`src/rtl/sample_voice_mixer.sv`:
```
// Eight-voice sample mixer: on each accepted tick, reads one sample per voice from the
// shared BRAM, sums the gated voices and emits one offset-binary PCM sample.
// Build option: define MIX_SATURATE_EN to clamp the sum; otherwise the sum is scaled by 1/8.
module sample_voice_mixer #(
  parameter int SAMPLE_WIDTH = 8,
  parameter int ADDR_WIDTH   = 13,
  parameter int BRAM_LATENCY = 2
) (
  input  logic                    clk_in,
  input  logic                    rst_in,
  input  logic                    sample_tick,
  input  logic [7:0]              gate_in,
  input  logic [ADDR_WIDTH-1:0]   sample_addr,
  output logic [ADDR_WIDTH+2:0]   bram_addr,
  input  logic [SAMPLE_WIDTH-1:0] bram_dout,
  output logic [SAMPLE_WIDTH-1:0] mix_out,
  output logic                    mix_valid,
  output logic                    busy
);

  localparam int ACC_W = SAMPLE_WIDTH + 3;
  localparam int CNT_W = (BRAM_LATENCY > 8) ? $clog2(BRAM_LATENCY) : 3;

  localparam logic [SAMPLE_WIDTH-1:0] MIDSCALE = {1'b1, {(SAMPLE_WIDTH-1){1'b0}}};

  typedef enum logic [1:0] {
    ST_IDLE,
    ST_ISSUE,
    ST_DRAIN,
    ST_OUTPUT
  } state_e;

  // Travels alongside each read so returned data can be credited to its voice.
  typedef struct packed {
    logic       valid;
    logic [2:0] voice;
  } tag_t;

  state_e                    state_q;
  logic [ADDR_WIDTH-1:0]     addr_q;
  logic [7:0]                gate_q;
  logic [CNT_W-1:0]          cnt_q;
  logic signed [ACC_W-1:0]   acc_q;
  logic signed [ACC_W-1:0]   acc_d;
  tag_t                      tag_q [BRAM_LATENCY];
  tag_t                      tag_d;
  tag_t                      tag_tail;
  logic [ADDR_WIDTH+2:0]     bram_addr_q;
  logic [SAMPLE_WIDTH-1:0]   mix_out_q;
  logic [SAMPLE_WIDTH-1:0]   mix_out_d;
  logic                      mix_valid_q;
  logic                      busy_q;

  logic signed [SAMPLE_WIDTH-1:0] sample_s;
  logic signed [SAMPLE_WIDTH-1:0] result_s;

`ifdef MIX_SATURATE_EN
  localparam logic signed [ACC_W-1:0] SAT_MAX = {4'b0000, {(SAMPLE_WIDTH-1){1'b1}}};
  localparam logic signed [ACC_W-1:0] SAT_MIN = {4'b1111, {(SAMPLE_WIDTH-1){1'b0}}};
`endif

  // NOTE: every signal driven here gets a default first so no latch is inferred.
  always_comb begin
    tag_tail = tag_q[BRAM_LATENCY-1];
    tag_d    = '0;
    if (state_q == ST_ISSUE) begin
      tag_d.valid = 1'b1;
      tag_d.voice = cnt_q[2:0];
    end

    // Offset-binary to two's complement is just an MSB flip.
    sample_s = {~bram_dout[SAMPLE_WIDTH-1], bram_dout[SAMPLE_WIDTH-2:0]};
    acc_d    = acc_q;
    if (tag_tail.valid && gate_q[tag_tail.voice]) begin
      acc_d = acc_q + {{3{sample_s[SAMPLE_WIDTH-1]}}, sample_s};
    end

`ifdef MIX_SATURATE_EN
    if (acc_d > SAT_MAX) begin
      result_s = SAT_MAX[SAMPLE_WIDTH-1:0];
    end else if (acc_d < SAT_MIN) begin
      result_s = SAT_MIN[SAMPLE_WIDTH-1:0];
    end else begin
      result_s = acc_d[SAMPLE_WIDTH-1:0];
    end
`else
    // Dropping the three LSBs of a signed value is an arithmetic shift right by 3.
    result_s = acc_d[ACC_W-1:3];
`endif

    mix_out_d = {~result_s[SAMPLE_WIDTH-1], result_s[SAMPLE_WIDTH-2:0]};
  end

  // NOTE: sequential state uses non-blocking assignments only, so all registers
  // see the pre-edge values of one another.
  always_ff @(posedge clk_in) begin
    if (rst_in) begin
      state_q     <= ST_IDLE;
      addr_q      <= '0;
      gate_q      <= '0;
      cnt_q       <= '0;
      acc_q       <= '0;
      bram_addr_q <= '0;
      mix_out_q   <= MIDSCALE;
      mix_valid_q <= 1'b0;
      busy_q      <= 1'b0;
      // NOTE: the tag pipeline is a handful of flops, not a RAM, so clearing it
      // on reset is cheap and guarantees no stale read is credited afterwards.
      for (int i = 0; i < BRAM_LATENCY; i++) begin
        tag_q[i] <= '0;
      end
    end else begin
      mix_valid_q <= 1'b0;
      acc_q       <= acc_d;

      tag_q[0] <= tag_d;
      for (int i = 1; i < BRAM_LATENCY; i++) begin
        tag_q[i] <= tag_q[i-1];
      end

      case (state_q)
        ST_IDLE: begin
          if (sample_tick) begin
            addr_q      <= sample_addr;
            gate_q      <= gate_in;
            acc_q       <= '0;
            cnt_q       <= '0;
            bram_addr_q <= {3'd0, sample_addr};
            busy_q      <= 1'b1;
            state_q     <= ST_ISSUE;
          end
        end

        ST_ISSUE: begin
          if (cnt_q[2:0] == 3'd7) begin
            cnt_q   <= '0;
            state_q <= ST_DRAIN;
          end else begin
            cnt_q       <= cnt_q + CNT_W'(1);
            bram_addr_q <= {cnt_q[2:0] + 3'd1, addr_q};
          end
        end

        ST_DRAIN: begin
          // The last voice's data is on bram_dout now, so acc_d is the final sum.
          if (cnt_q == CNT_W'(BRAM_LATENCY - 1)) begin
            cnt_q       <= '0;
            mix_out_q   <= mix_out_d;
            mix_valid_q <= 1'b1;
            state_q     <= ST_OUTPUT;
          end else begin
            cnt_q <= cnt_q + CNT_W'(1);
          end
        end

        ST_OUTPUT: begin
          busy_q  <= 1'b0;
          state_q <= ST_IDLE;
        end

        default: begin
          state_q <= ST_IDLE;
        end
      endcase
    end
  end

  assign bram_addr = bram_addr_q;
  assign mix_out   = mix_out_q;
  assign mix_valid = mix_valid_q;
  assign busy      = busy_q;

endmodule

```
`config.mk`:
```
export PLATFORM = sky130hd
export DESIGN_NAME = sample_voice_mixer
export DESIGN_NICKNAME = d
export VERILOG_FILES = /design/src/rtl/sample_voice_mixer.sv
export SDC_FILE = /design/constraint.sdc
export NUM_CORES = 1
export LEC_CHECK = 0
export CORE_MARGIN = 5
export CORE_UTILIZATION = 35
export CTS_CLUSTER_SIZE = 30
export DETAILED_ROUTE_END_ITERATION = 16
export PLACE_DENSITY_LB_ADDON = 0.2
export SLEW_MARGIN = 20
export SYNTH_ARGS = -nofsm -noshare
export SYNTH_HDL_FRONTEND = slang
export SYNTH_SLANG_ARGS = --single-unit
export TNS_END_PERCENT = 5
```
`constraint.sdc`:
```
create_clock -name clk_in -period 2.01 [get_ports clk_in]
set_input_delay 0.3015 -clock clk_in [delete_from_list [all_inputs] [get_ports clk_in]]
set_output_delay 0.3015 -clock clk_in [all_outputs]
set_load 0.005 [all_outputs]
```
# Word-level counts from Yosys, hierarchy flattened
# Memories as Yosys holds them, arrays and structs flattened.
# Cells that the tools add are included.
[word_totals]
reg_bits = 63
ram_bits = 8
out_inout_bits = 26
word_cells = 64
mem_count = 1
[mem_list]
columns = ["memory", "words", "word_bits", "rd", "rd_clocked_by_memory_dff", "write_ports", "line_no", "source"]
rows = [
  ["tag_q", 2, 4, 2, 0, 2, "45", "tag_t tag_q [BRAM_LATENCY];"],
]
[classes]
n_addsub = 2
order_cmp = 1
eq_ne = 9
mux = 25
bitwise_logic = 5
reduce_logical = 12
[ops]
columns = ["cell", "n"]
rows = [
  ["two-way mux 11 bit", 3],
  ["two-way mux 16 bit", 2],
  ["one-hot mux 16 bit (2 select lines)", 1],
  ["two-way mux 4 bit", 3],
  ["adder 11 bit", 1],
  ["two-way mux 3 bit", 3],
  ["one-hot mux 3 bit (3 select lines)", 1],
  ["one-hot mux 2 bit (4 select lines)", 1],
  ["AND reduction 2 bit", 4],
  ["two-way mux 1 bit", 6],
  ["two-way mux 2 bit", 3],
  ["!= test 2 bit, second input constant", 3],
  ["AND reduction 3 bit", 2],
  ["== test 2 bit, second input constant", 2],
  ["< comparator 3 x 4 -> 1 bit, second input constant", 1],
  ["nonzero test 2 bit", 2],
  ["adder 3 x 1 -> 3 bit, second input constant", 1],
  ["binary-select mux 1 bit (select 3 bit)", 1],
  ["== test 3 x 1 -> 1 bit, second input constant", 1],
  ["== test 3 bit, second input constant", 1],
  ["NOT 1 bit", 3],
  ["nonzero test 3 bit", 1],
  ["== test 2 x 1 -> 1 bit, second input constant", 1],
  ["logical NOT 2 bit", 1],
  ["other kinds (5)", 6],
]

# Longest topological paths before layout
[depth]
word_depth = 6
depth_mapped = 8

# Least setup slack after synthesis
# OpenSTA, ideal clock, no wires.
[synth_path]
kind = "input -> register"
start = "input bram_dout[0]"
end = "register acc_q[8]"
arrival_time_ns = 1.866
t_required_ns = 1.884
path_slack_ns = 0.018
cell_stages = 7
path_buffers = 0
path_cell_list = "ha_1 > fa_1 > a211oi_1 > o21ai_0 > a41oi_1 > xor2_1 > a211oi_1"
[synth_between]
elab_chain_cells = 4
[synth_rtl]
columns = ["element", "line_no", "source"]
rows = [
  ["from (decl)", "15", "input logic [SAMPLE_WIDTH-1:0] bram_dout,"],
  ["adder 11 bit *", "75", "acc_d = acc_q + {{3{sample_s[SAMPLE_WIDTH-1]}}, sample_s};"],
  ["two-way mux 11 bit *", "74", "if (tag_tail.valid && gate_q[tag_tail.voice]) begin"],
  ["two-way mux 11 bit", "123", "if (sample_tick) begin"],
  ["two-way mux 11 bit *", "121", "case (state_q)"],
  ["to (signal assigned)", "102", "acc_q <= '0;"],
  ["to (signal assigned)", "114", "acc_q <= acc_d;"],
  ["to (signal assigned)", "126", "acc_q <= '0;"],
  ["to (decl)", "43", "logic signed [ACC_W-1:0] acc_q;"],
]
# Every way passes the cells marked *; elsewhere a longest branch is shown, timed or not.
# A chain may end at the register's enable or synchronous reset.

==> flow_summary.toml <==
[setup_path]
path_cells = "ha_4 -> fa_2 -> buf_6 -> a21oi_4 -> o2111ai_4 -> a2bb2oi_2 -> and3b_4 -> o21a_1"
crit_type = "reg -> reg"
endpoint_kind = "flop"
arrival_ns = 2.21
cp_max_fo = 2
cp_data_required_time_ns = 2.24
critical_path.startpoint_type = "flop"
path_buf_inv = 1
cpPeakStageDelay_ns = 0.42
cp_top_family = "compound AO/OA/AOI/OAI gates"
crit_slowest_cell = "fa_2"

[route]
drc = 0
first_iter_violations = 105
drt_wl_total_mm = 8.36
antenna_left = 0
dr.pass1.iters = 4
vias_per_cell = 4.90
num_vias = 2927
wire_per_inst_um = 14.0

[power]
ir_worst_vdd_mv = 0.629
total_power_mw = 4.67
leakage_nw = 1.73
power_density_nw_per_um2 = 1020

[timing]
period_needed_ns = 1.98
hold_viol_final = 0
fmax_mhz = 504
rsz0062_at_grt = "yes"
worst-slew-pin-transition_ns = 0.462
drv_slew = 0
fin_crit_sh_pct = 98.7
fin_ws_ns = 0.0266
finalSetupViolCount = 0
skew_ns = 0.00677
slew_headroom_pct = 69.2
tns_ns = 0

[clock_tree]
cts_root_buffer = "clkbuf_8"
cts_max_level = 3
cts.path.max_buffers = 2
clk_latency_ns = 0.33
numCtsBuffers = 9
hold_buffers = 0
cts_tree = "done"
path_clk_slew_ns = 0.07
post-cts-setup-buffer-count = 0
clock_sinks = 71

[placed_design]
portBuffers = 57
gp_congestion = 0.864
dp_hpwl_mm = 6.09
dp_slack_ns = -0.565

[die]
core_um2 = 9240
fp.dieW_um = 108
num_io_pins = 58
dieArea_um2 = 11600
die_h_um = 108
start_util_pct = 36.1
rows = 35

[layout]
multi_input_area_um2 = 1920
seq_area_um2 = 1420
layout_common_cells = "dfxtp_1, nand2_1, clkdlybuf4s50_1, nor2_1, a21oi_1"
area_growth_pct = 37.4
layout-drive-gt1-share_pct = 16.2
nets = 513
diodes = 0
fill_cells = 908
layout_commonest_cell = "dfxtp_1"

[logic_synthesis]
synth_seq_cells = 71
ys_types = 53
netlist_area_um2 = 3330
syn_inst = 382
synth_enable_flop_cells = 0
syn-num-nets = 432
ys_seq_area_share_pct = 42.7
ys.warnings.count = 0
yosys_most_used_dff = "dfxtp_1"
async_flop_share_pct = 0
syn_avg_cell_area_um2 = 8.72

[hold_path]
hp-class = "in -> reg"

[grt]
grt_max_degree = 30
grt_pass1_vias = 2895
grt.overflow.total = 0
track_usage_pct = 14.8
grt_first_pass_wirelength_mm = 13.7
antenna_found_initial = 0

[status]
run_status = "complete, no violations"

[flow_run]
drv_cap = 0
## Yosys cell counts, drive strengths merged, types with 3 or more instances
master	n	area [um2]
o21a	3	22.5
nand2	60	225
nand4	3	18.8
buf	7	45.0
inv	8	30.0
ha	17	213
and4	3	26.3
nor3	6	30.0
nor2b	7	43.8
dfxtp	71	1420
mux2i	15	150
a21oi	37	189
and3	3	18.8
and2	3	18.8
a211oi	24	190
clkbuf	10	37.5
nand3	8	40.0
xor2	5	43.8
nand2b	4	25.0
nor2	39	149
o21ai	18	90.1
## metrics by stage
step | hold slack, ns | utilization (%) | cells | instance area, um2
4_1_cts | 0.288 | 48.6 | 597 | 4490
2_1_floorplan | 0.414 | - | 382 | 3330
6_report | 0.298 | 49.5 | 597 | 4580
5_1_grt | 0.299 | 49.5 | 597 | 4580
3_5_place_dp | 0.428 | 45.6 | 581 | 4210
3_3_place_gp | 0.425 | 45.6 | 581 | 4210
## state kept, by name, indices dropped and copies added, names as in the netlist, named ones only
name       count
busy           1
acc_q         10
state_q        2
mix_valid      1
addr_q        13
bram_addr     16
mix_out        8
gate_q         8
tag_q          8
cnt_q          3
## worst register-to-register path, stage by stage, from the launching register on
cell	delay, ns
dfxtp_2	0.34
ha_4	0.16
fa_2	0.42
buf_6	0.14
a21oi_4	0.15
o2111ai_4	0.16
a2bb2oi_2	0.16
and3b_4	0.19
o21a_1	0.16
## what timing repair did
| item | 4_1_cts | 5_1_grt |
|---|---|---|
| endpoints found under the setup margin | 7 | 12 |
| pin swaps | 2 | 11 |
| resized for setup | 10 | 17 |
## final timing paths
kind	startpoint	end	slack, ns	cells past startpoint
worst max-delay path	acc_q[0]	flop	0.03	8
worst min-delay path	rst_in	busy	0.30	2
worst max register to register	acc_q[0]	flop	0.03	8
worst min register to register	tag_q[0][1]	tag_q[0][5]	0.44	1
## power breakdown
group | total, mW | switching (mW) | internal (mW)
combinational | 1.62 | 0.838 | 0.780
clock | 1.26 | 0.530 | 0.734
sequential | 1.79 | 0.133 | 1.66
total | 4.67 | 1.50 | 3.17
## cell families (layout without fill, tap and decap cells)
family,Yosys count,after routing,synth area share (%)
and+or+nand+nor,141,141,19.2
AOI/OAI and AO/OA,103,103,20.2
DFF,71,71,42.7
buffers and inverters,26,112,3.49
adders and majority gates,18,18,6.98
muxes,17,17,5.86
xor gates and xnor gates,6,6,1.58
## cell type report
cell class                 instances  share of cell area (%)
sequential                        71                    31.1
inverter                           9                   0.738
clock buffer                      11                    3.09
timing repair buffer              87                    17.8
clock inverter                     5                    1.78
tap                              129                    3.53
multi-input combinational        285                    42.0
## routing by layer
layer | routed length (um) | track usage, % | share of wire (%) | up-vias
met2 | 4050 | 24.5 | 48 | 44
met5 | 0 | 0 | 0 | -
li1 | - | - | - | 1513
met1 | 3860 | 18.4 | 46 | 1354
met3 | 256 | 3.00 | 3.1 | 16
met4 | 188 | 6.40 | 2.2 | 0
Note: power is estimated with default switching activity, not from simulation.
